--- src/rtl/regfile_write_scheduler.sv ---
// Register-file write-port arbiter with a per-register pending scoreboard.
// Stalls decode on RAW/WAW hazards and drives a registered write port.
module regfile_write_scheduler #(
  parameter int DATA_W   = 32,
  parameter int ADDR_W   = 5,
  parameter int NUM_REGS = 32,
  parameter int ARB_MODE = 0
) (
  input  logic              clk,
  input  logic              resetIn,
  input  logic              issueValid,
  input  logic              issueWritesRd,
  input  logic [ADDR_W-1:0] issueRd,
  input  logic [ADDR_W-1:0] issueRs1,
  input  logic [ADDR_W-1:0] issueRs2,
  output logic              stallOut,
  input  logic              wbValidA,
  input  logic [ADDR_W-1:0] wbAddrA,
  input  logic [DATA_W-1:0] wbDataA,
  output logic              wbReadyA,
  input  logic              wbValidB,
  input  logic [ADDR_W-1:0] wbAddrB,
  input  logic [DATA_W-1:0] wbDataB,
  output logic              wbReadyB,
  output logic              writeEnable,
  output logic [ADDR_W-1:0] writeAddr,
  output logic [DATA_W-1:0] writeDate,
  output logic [ADDR_W:0]   pendingCount,
  output logic              errorOut
);

  typedef enum logic {
    GNT_A = 1'b0,
    GNT_B = 1'b1
  } gnt_e;

  localparam int SPAN = 2 ** ADDR_W;

  logic [NUM_REGS-1:0] pend_q, pend_d;
  logic [ADDR_W:0]     cnt_q, cnt_d;
  logic                we_q, we_d;
  logic [ADDR_W-1:0]   waddr_q, waddr_d;
  logic [DATA_W-1:0]   wdata_q, wdata_d;
  logic                err_q, err_d;
  gnt_e                last_q, last_d;

  logic [SPAN-1:0]     pend_ext;
  logic                gnt_a, gnt_b;
  logic                xfer;
  logic [ADDR_W-1:0]   xaddr;
  logic [DATA_W-1:0]   xdata;
  logic                retire;
  logic                was_pend;
  logic                issue;
  logic                hazard;

  // Addresses beyond NUM_REGS read as never pending.
  always_comb begin
    pend_ext = '0;
    pend_ext[NUM_REGS-1:0] = pend_q;
  end

  always_comb begin
    hazard = pend_ext[issueRs1] | pend_ext[issueRs2]
           | (issueWritesRd & pend_ext[issueRd]);
    stallOut = ~resetIn & issueValid & hazard;
  end

  always_comb begin
    gnt_a = 1'b0;
    gnt_b = 1'b0;
    if (!resetIn) begin
      if (wbValidA && (!wbValidB || ARB_MODE == 1 || last_q == GNT_B))
        gnt_a = 1'b1;
      else if (wbValidB)
        gnt_b = 1'b1;
    end
  end

  assign wbReadyA = gnt_a;
  assign wbReadyB = gnt_b;

  always_comb begin
    xfer     = gnt_a | gnt_b;
    xaddr    = gnt_a ? wbAddrA : wbAddrB;
    xdata    = gnt_a ? wbDataA : wbDataB;
    retire   = xfer & (xaddr != '0);
    was_pend = pend_ext[xaddr];
    issue    = ~resetIn & issueValid & ~stallOut
             & issueWritesRd & (issueRd != '0);
  end

  always_comb begin
    pend_d  = pend_q;
    cnt_d   = cnt_q;
    we_d    = retire;
    waddr_d = waddr_q;
    wdata_d = wdata_q;
    err_d   = err_q;
    last_d  = last_q;
    if (xfer) begin
      waddr_d = xaddr;
      wdata_d = xdata;
      last_d  = gnt_b ? GNT_B : GNT_A;
    end
    if (retire) begin
      if (int'(xaddr) < NUM_REGS)
        pend_d[xaddr] = 1'b0;
      if (!was_pend)
        err_d = 1'b1;
    end
    if (issue && int'(issueRd) < NUM_REGS)
      pend_d[issueRd] = 1'b1;
    // Count tracks real bit transitions so an erroneous retire cannot underflow it.
    if (issue && !(retire && was_pend))
      cnt_d = cnt_q + (ADDR_W+1)'(1);
    else if (!issue && retire && was_pend)
      cnt_d = cnt_q - (ADDR_W+1)'(1);
  end

  always_ff @(posedge clk) begin
    if (resetIn) begin
      pend_q  <= '0;
      cnt_q   <= '0;
      we_q    <= 1'b0;
      waddr_q <= '0;
      wdata_q <= '0;
      err_q   <= 1'b0;
      last_q  <= GNT_B;
    end else begin
      pend_q  <= pend_d;
      cnt_q   <= cnt_d;
      we_q    <= we_d;
      waddr_q <= waddr_d;
      wdata_q <= wdata_d;
      err_q   <= err_d;
      last_q  <= last_d;
    end
  end

  assign writeEnable  = we_q;
  assign writeAddr    = waddr_q;
  assign writeDate    = wdata_q;
  assign pendingCount = cnt_q;
  assign errorOut     = err_q;

endmodule

--- config.mk ---
export PLATFORM = sky130hd
export DESIGN_NAME = regfile_write_scheduler
export DESIGN_NICKNAME = d
export VERILOG_FILES = /design/src/rtl/regfile_write_scheduler.sv
export SDC_FILE = /design/constraint.sdc
export NUM_CORES = 1
export LEC_CHECK = 0
export BUFFER_PORTS_ARGS = -buffer_cell sky130_fd_sc_hd__buf_2
export CELL_PAD_IN_SITES_DETAIL_PLACEMENT = 0
export CELL_PAD_IN_SITES_GLOBAL_PLACEMENT = 1
export CORE_AREA = 3 3 113 115
export CTS_BUF_LIST = sky130_fd_sc_hd__clkbuf_4 sky130_fd_sc_hd__clkbuf_8 sky130_fd_sc_hd__clkbuf_16
export CTS_CLUSTER_DIAMETER = 120
export CTS_CLUSTER_SIZE = 25
export DETAILED_ROUTE_END_ITERATION = 16
export DIE_AREA = 0 0 116 118
export GPL_ROUTABILITY_DRIVEN = 1
export PLACE_DENSITY = 0.9
export SYNTH_ARGS = -nofsm -noshare
export SYNTH_HDL_FRONTEND = slang
export SYNTH_SLANG_ARGS = --single-unit
export TNS_END_PERCENT = 10
--- constraint.sdc ---
create_clock -name clk -period 9.5 [get_ports clk]
set_clock_uncertainty 0.2 [all_clocks]
set_input_delay 2.375 -clock clk [delete_from_list [all_inputs] [get_ports clk]]
set_output_delay 2.375 -clock clk [all_outputs]
set_load 0.02 [all_outputs]
[After elaboration in Yosys (flattened, before gate mapping)]
Cells that the tools add are included.
W data, S select, Z words.
Cells by class
  mux-type cells: 24
  order comparisons: 6
  reductions and logical operators: 15
  bitwise logic cells: 16
  add/sub/neg operators: 2
Operators with widths (number)
  $mux W32: 3
  $and A32 B32 Y32: 1
  $not A32 Y32: 1
  $or A32 B32 Y32: 1
  $lt A5 B6 Y1 const B: 4
  $bmux W1 S5: 4
  $mux W1: 12
  $mux W6: 2
  $demux W1 S5: 2
  $ge A5 B1 Y1 const B: 2
  $reduce_bool A5 Y1: 2
  $and A1 B1 Y1: 7
  $logic_and A1 B1 Y1: 7
  $add A6 B1 Y6 const B: 1
  $sub A6 B1 Y6 const B: 1
  $mux W5: 1
  $logic_not A1 Y1: 3
  $not A1 Y1: 3
  $or A1 B1 Y1: 3
  $reduce_and A2 Y1: 1
  $reduce_bool A2 Y1: 1
  $logic_or A1 B1 Y1: 1
Word-level totals
  word-level logic and storage cells: 70
  input port bits: 95
  flip-flop bits (word level): 78

[Depth between registers and ports, before layout]
Gate-level depths: netlist of the first run.
  depth in word-level cells: 15
  gate-level depth with buffers: 19

[Worst setup path before layout of the first run]
OpenSTA, ideal clock, no wires.
  path kind: input-to-output
  start: input port issueRd[1]
  end: output port stallOut
  data arrival time: 3.940 ns
  stages: 6
  setup slack: 2.985 ns
  path through: clkbuf_1 -> mux4_2 -> a22oi_1 -> nand4_1 -> a211oi_1 -> nor2_1
Between the ends
  longest elaborated chain between the ends: 5
Ends and longest elaborated chain
  start, declared: line 13  | input logic [ADDR_W-1:0] issueRd,
  $bmux W1 S5: line 65  | | (issueWritesRd & pend_ext[issueRd]);
  $mux W1 (implied by the code): line 65
  $and A1 B1 Y1: line 65
  $or A1 B1 Y1: line 65
  $and A1 B1 Y1: line 66  | stallOut = ~resetIn & issueValid & hazard;
  end, declared: line 16  | output logic stallOut,
Every way passes these cells. The select of a mux whose other input is x is not followed.

[Worst setup path after layout of the first run]
  start: input port resetIn
  end: register cnt_q[5] (netlist: pendingCount[5])
Between the ends
  longest elaborated chain between the ends: 11
  elaborated cells on any way between the ends: 23
Ends and longest elaborated chain
  start, declared: line 10  | input logic resetIn,
  branches (longest 11 deep; another with $mux W6)
  end signal, assigned: line 132  | cnt_q <= cnt_d;
  end, declared: line 40  | logic [ADDR_W:0] cnt_q, cnt_d;
Several ways; the timed one is not identified. The select of a mux whose other input is x is not followed.
A chain may end at the register's enable or synchronous reset.

==> results of run 1 <==
==> worst max-delay path by stage <==
stage | startpoint | to | slack [ps] | cells past startpoint
finish | resetIn | pendingCount[5] | 2410 | 17
global route | resetIn | pendingCount[5] | 1940 | 17
CTS | resetIn | pendingCount[5] | 2430 | 17
detailed placement | resetIn | pendingCount[5] | 2070 | 17
global placement | resetIn | pendingCount[5] | 2310 | 17
floorplan | issueRd[1] | stallOut | 2980 | 6
==> cells by family after synthesis <==
| kind of cell | Yosys count | synth area share (%) |
|---|---|---|
| AOI/OAI and AO/OA | 175 | 22.51 |
| adders and majority gates | 5 | 1.407 |
| and+or+nand+nor | 177 | 18.69 |
| buffers and inverters | 46 | 4.747 |
| muxes | 67 | 20.22 |
| xor gates and xnor gates | 4 | 1.080 |
| DFF | 78 | 31.35 |
==> sequential cells by signal, indices dropped and copies added (netlist names) <==
name,flops
pendingCount,6
pend_ext,32
last_q,1
writeDate,32
writeEnable,1
errorOut,1
writeAddr,5
==> critical path, delay by kind of cell <==
family / cells / cell delay [ps]
adders and majority gates: 1 / 320
buffers and inverters: 4 / 1420
AOI/OAI and AO/OA: 5 / 860
muxes: 1 / 190
and+or+nand+nor: 6 / 1960
==> placed cells by master, fill, tap and decap left out, types with 13 or more instances in the layout <==
cell type / instances
a21oi_1: 62
nand2_1: 61
dfxtp_1: 78
mux2i_1: 38
a211oi_1: 13
o21ai_0: 33
nor2b_1: 16
mux4_2: 13
nor2_1: 28
buf_2: 142
nand3_1: 18
nand4_1: 14
a22oi_1: 31
==> power breakdown <==
group | internal [mW] | total (mW) | switching [mW] | leakage [nW]
registers | 0.351 | 0.370 | 0.0183 | 0.637
clock network | 0.180 | 0.327 | 0.148 | 0.136
logic | 0.0963 | 0.243 | 0.147 | 1.72
==> metal layers <==
layer | track usage (%) | wire length (um) | vias up
met4 | 9.935 | 613 | 0
met1 | 30.26 | 6605 | 2361
met5 | 0 | 0 | -
met3 | 7.506 | 1467 | 44
li1 | - | - | 2334
met2 | 36.73 | 7695 | 218
==> Yosys cell counts, drive strengths merged (2+ instances only) <==
master / instances / share of area (%)
dfxtp: 78 / 31
a21oi: 64 / 6.7
nand2: 64 / 5.2
mux2i: 38 / 7.6
o21ai: 35 / 3.6
a22oi: 31 / 4.7
nor2: 30 / 2.6
mux4: 23 / 11
buf: 21 / 2.9
nand3: 19 / 2.0
clkbuf: 17 / 1.3
nor2b: 16 / 2.0
nand4: 15 / 2.2
a211oi: 13 / 2.0
nand2b: 8 / 1.0
and3: 7 / 0.88
inv: 7 / 0.53
o211ai: 7 / 1.2
mux2: 6 / 1.4
nor3: 6 / 0.60
ha: 4 / 1.0
a2111oi: 3 / 0.53
a221oi: 3 / 0.53
nor3b: 3 / 0.45
nor4: 3 / 0.80
a21boi: 2 / 0.38
a21o: 2 / 0.45
a31oi: 2 / 0.25
and3b: 2 / 0.35
o31ai: 2 / 0.30
xnor2: 2 / 0.35
xor2: 2 / 0.73
==> layout make-up <==
cell class	count	area share [%]
repair buffers	145	12.27
clock buffers	9	3.769
inverters	8	0.5025
clock inverters	7	0.9422
flip-flops and latches	78	26.13
multi-input cells	428	53.31
well taps	147	3.078
==> stage by stage <==
| stage | instance area [um2] | power (mW) |
|---|---|---|
| floorplan | 4981 | 0.5403 |
| global placement | 5694 | 0.6127 |
| detailed placement | 5694 | 0.6202 |
| CTS | 5976 | 0.9439 |
| global route | 5976 | 0.9871 |
| finish | 5976 | 0.9403 |
==> impl_metrics.tcl, run 1 <==
set metrics [dict create \
    ys.flop_type "dfxtp_1" \
    num_vias 4957 \
    clock_latency_ps 340 \
    final_util_pct 50.17 \
    crit_type "in2reg" \
    r2r_end "pendingCount[5]" \
    ys_seq_area_share_pct 31.35 \
    period_share_pct 74.61 \
    slowest_delay_ps 920 \
    multi_input_area_um2 3186 \
    p_leak_nw 2.494 \
    hold_viol 0 \
    gp_congestion 0.9642 \
    critPathCaptureType "flip-flop" \
    path_cells "buf_2 > buf_4 > clkinv_1 > and3_1 > buf_4 > nor2_2 > nor2_1 > nand2_2 > nand2_1 > ha_1 > a21o_1 > a21oi_1 > o21bai_1 > a21oi_1 > nand2b_1 > o2bb2ai_1 > mux2i_1" \
    hold_depth 2 \
    track_usage_pct 23.71 \
    finalNetCount 770 \
    register_area_um2 1562 \
    ctsRootBufferMaster "clkbuf_16" \
    vdd_drop_max_v 0.00009464 \
    drtIter0Drc 482 \
    hold_start "writeDate[24]" \
    hold_end "writeDate[24]" \
    tritoncts "built" \
    dp_hpwl_mm 12.11 \
    r2r_start "last_q" \
    cp_max_fo 73 \
    die_y_um 118 \
    grt-ovfl-total 0 \
    yosys_warnings 0 \
    worst_pin_slew_ps 1139 \
    timing.fmax_mhz 141.1 \
    routed_via_density 6.030 \
    cts_buffers 9 \
    postRouteAntennaNets 0 \
    cts-hold-fix-buffers 0 \
    grt_max_degree 74 \
    syn_nets 652 \
    rr_worst_depth 17 \
    die_area_um2 13690 \
    hold_class "reg2reg" \
    synthCells 552 \
    syn_to_final_growth_pct 19.97 \
    synth_edf_count 0 \
    cp-start-kind "primary input" \
    path_clk_slew_ps 70 \
    clock-sinks 78 \
    dr.pass1.iters 5 \
    crit_required_ps 9570 \
    die_x_um 116 \
    start_util_pct 41.82 \
    rrSetupSlack_ps 4570 \
    wl_per_cell_um 19.93 \
    drc 0 \
    syn_avg_cell_area_um2 9.024 \
    grt_antenna_before_repair 0 \
    ctsResizeCount 0 \
    drt_wl_total_mm 16.38 \
    fp-row-count 40 \
    timing.hold.ws_ps 253.3 \
    synth_cell_types 71 \
    cts_setup_buffers 0 \
    dp_slack_ps 2073 \
    outcome "complete, no violations" \
    finalSetupTns_ps 0 \
    drv_cap 0 \
    htreeDepth 3 \
    netlist_area_um2 4981 \
    ys_seq_elements 78 \
    clk_path_buf_depth 2 \
    grt_pass1_vias 4928 \
    fill_cells 1142 \
    timing.slew.headroom_pct 23.98 \
    critPathSlowestCell "nor2_2" \
    n_antenna_cell 0 \
    ios 143 \
    arrival_ps 7160 \
    drive_gt1_share_pct 29.04 \
    layoutNonFillerInstCount 822 \
    rsz0062_at_grt "no" \
    io_buffers 142 \
    worst_slack_ps 2412 \
    setup_viol 0 \
    slew_violations 0 \
    dp_cells 806 \
    p_per_area_nw_per_um2 157.4 \
    async_flop_share_pct 0 \
    core-area_um2 11910 \
    grt_pass1_wl_mm 25.61 \
    period_minus_slack_ps 7088 \
]
Note: power is estimated with default switching activity, not from simulation.
==> run 2, diff against run 1 <==
--- a/config.mk
+++ b/config.mk
@@ -8,14 +8,14 @@
 export BUFFER_PORTS_ARGS = -buffer_cell sky130_fd_sc_hd__buf_2
 export CELL_PAD_IN_SITES_DETAIL_PLACEMENT = 0
 export CELL_PAD_IN_SITES_GLOBAL_PLACEMENT = 1
-export CORE_AREA = 3 3 113 115
+export CORE_AREA = 3 3 124 126
 export CTS_BUF_LIST = sky130_fd_sc_hd__clkbuf_4 sky130_fd_sc_hd__clkbuf_8 sky130_fd_sc_hd__clkbuf_16
 export CTS_CLUSTER_DIAMETER = 120
 export CTS_CLUSTER_SIZE = 25
 export DETAILED_ROUTE_END_ITERATION = 16
-export DIE_AREA = 0 0 116 118
+export DIE_AREA = 0 0 127 129
 export GPL_ROUTABILITY_DRIVEN = 1
-export PLACE_DENSITY = 0.9
+export PLACE_DENSITY = 0.8
 export SYNTH_ARGS = -nofsm -noshare
 export SYNTH_HDL_FRONTEND = slang
 export SYNTH_SLANG_ARGS = --single-unit
==> constraint.sdc (replaced) <==
create_clock -name clk -period 6.5 [get_ports clk]
set_clock_uncertainty 0.2 [all_clocks]
set_input_delay 1.625 -clock clk [delete_from_list [all_inputs] [get_ports clk]]
set_output_delay 1.625 -clock clk [all_outputs]
set_load 0.02 [all_outputs]
==> impl_metrics.tcl, run 2 (synthesis gave the netlist of run 1 again) <==
set metrics [dict create \
    start_util_pct 34.53 \
    cp_max_fo 29 \
    worst-path-stages 18 \
    n_antenna_cell 0 \
    num_vias 5082 \
    crit_family "simple AND/OR/NAND/NOR gates" \
    final_cell_mix "buf_2 (142), dfxtp_1 (78), a21oi_1 (62), nand2_1 (61), mux2i_1 (38)" \
    layoutNonFillerInstCount 864 \
    routed_via_density 5.882 \
    ctsRootBufferMaster "clkbuf_16" \
    timing.slew.headroom_pct 48.99 \
    r2r_start "last_q" \
    track_usage_pct 20.17 \
    worst_pin_slew_ps 765.1 \
    die_y_um 129 \
    ctsResizeCount 0 \
    dp_slack_ps 719.0 \
    clk_path_buf_depth 2 \
    grt_pass1_vias 5055 \
    drv_cap 0 \
    vdd_drop_max_v 0.0001580 \
    finalSetupTns_ps 0 \
    grt-ovfl-total 0 \
    drtIter0Drc 325 \
    path_clk_slew_ps 60 \
    crit_required_ps 6560 \
    rr_worst_depth 17 \
    dp_hpwl_mm 12.50 \
    htreeDepth 3 \
    p_per_area_nw_per_um2 228.3 \
    cts_buffers 9 \
    crit_type "in2reg" \
    fp-row-count 44 \
    die_x_um 127 \
    slew_violations 0 \
    rrSetupSlack_ps 1980 \
    drt_wl_total_mm 16.76 \
    mostFrequentLayoutCell "buf_2" \
    gp_congestion 0.9763 \
    grt_max_degree 73 \
    postRouteAntennaNets 0 \
    ios 143 \
    p_leak_nw 2.526 \
    cp-start-kind "primary input" \
    hold_viol 0 \
    r2r_end "pendingCount[5]" \
    syn_to_final_growth_pct 21.70 \
    path_cells "buf_2 > nand2b_1 > nand2_4 > inv_2 > a21o_4 > mux4_2 > o211ai_1 > nor4_2 > nand2_2 > nand2_1 > ha_1 > a21o_1 > a21oi_1 > o21bai_1 > a21oi_1 > nand2b_1 > o2bb2ai_1 > mux2i_1" \
    dr.pass1.iters 5 \
    period_minus_slack_ps 5485 \
    clock_latency_ps 340 \
    cts_setup_buffers 0 \
    dp_cells 848 \
    finalNetCount 775 \
    setup_viol 0 \
    wl_per_cell_um 19.40 \
    grt_pass1_wl_mm 26.34 \
    io_buffers 142 \
    grt_antenna_before_repair 0 \
    timing.fmax_mhz 182.3 \
    period_share_pct 84.39 \
    clock-sinks 78 \
    arrival_ps 5550 \
    critPathSlowestCell "nor4_2" \
    die_area_um2 16380 \
    drive_gt1_share_pct 29.56 \
    crit_end "pendingCount[5]" \
    rsz0062_at_grt "no" \
    outcome "complete, no violations" \
    path_buf_inv 2 \
    hold_class "reg2reg" \
    critPathCaptureType "flip-flop" \
    cts-hold-fix-buffers 0 \
    worst_slack_ps 1015 \
    slowest_delay_ps 460 \
    drc 0 \
    crit_start "wbValidB" \
    tritoncts "built" \
    core-area_um2 14420 \
]
==> run 2: cell count changes in the layout (fill, tap and decap cells not counted) <==
cell        before  now
buf_4            3    8
clkbuf_8         0    1
clkinv_2         1    2
clkinvlp_4       1    0
inv_6            2    1
==> run 2: layer usage <==
| layer | GRT usage (%) | vias up | wire length (um) |
|---|---|---|---|
| met5 | 0 | - | 0 |
| met4 | 7.382 | 0 | 462 |
| met3 | 5.562 | 37 | 1425 |
| met2 | 33.34 | 231 | 8032 |
| met1 | 25.32 | 2466 | 6844 |
| li1 | - | 2348 | - |
==> run 2: layout make-up <==
class                   count  area [um2]
repair buffers            150       770.7
multi-input cells         428        3186
clock buffers              10       239.0
inverters                   8       30.03
clock inverters             6       45.04
well taps                 184       230.2
fillers                  1453        8362
flip-flops and latches     78        1562
==> run 2: worst min-delay path, stage by stage (launching register included) <==
cell     delay (ps)
dfxtp_1         300
nand2_1          50
a21oi_1          50
==> run 2: worst min-delay path by stage <==
| stage | startpoint | cells after the start | end |
|---|---|---|---|
| floorplan | pend_ext[29] | 2 | pend_ext[29] |
| global placement | writeDate[24] | 2 | writeDate[24] |
| detailed placement | writeDate[15] | 2 | writeDate[15] |
| CTS | writeDate[15] | 2 | writeDate[15] |
| global route | writeDate[28] | 2 | writeDate[28] |
| finish | writeDate[15] | 2 | writeDate[15] |
==> run 2: where the power goes <==
part	switching [mW]	leakage, nW	total [mW]	internal, mW
clock	0.212	0.143	0.483	0.271
combinational	0.218	1.75	0.361	0.143
sequential	0.0264	0.637	0.540	0.514
total	0.457	2.53	1.38	0.927
==> run 2: stage by stage <==
stage | power (mW) | cell area, um2 | util (%) | hold slack, ps
final | 1.384 | 6062 | 42.03 | 252.4
after global routing | 1.456 | 6062 | 42.03 | 271.9
after CTS | 1.394 | 6062 | 42.03 | 252.5
after detailed placement | 0.9095 | 5778 | 40.06 | 244.3
after global placement | 0.9031 | 5778 | 40.06 | 240.9
after floorplan | 0.7897 | 4981 | - | 277.0
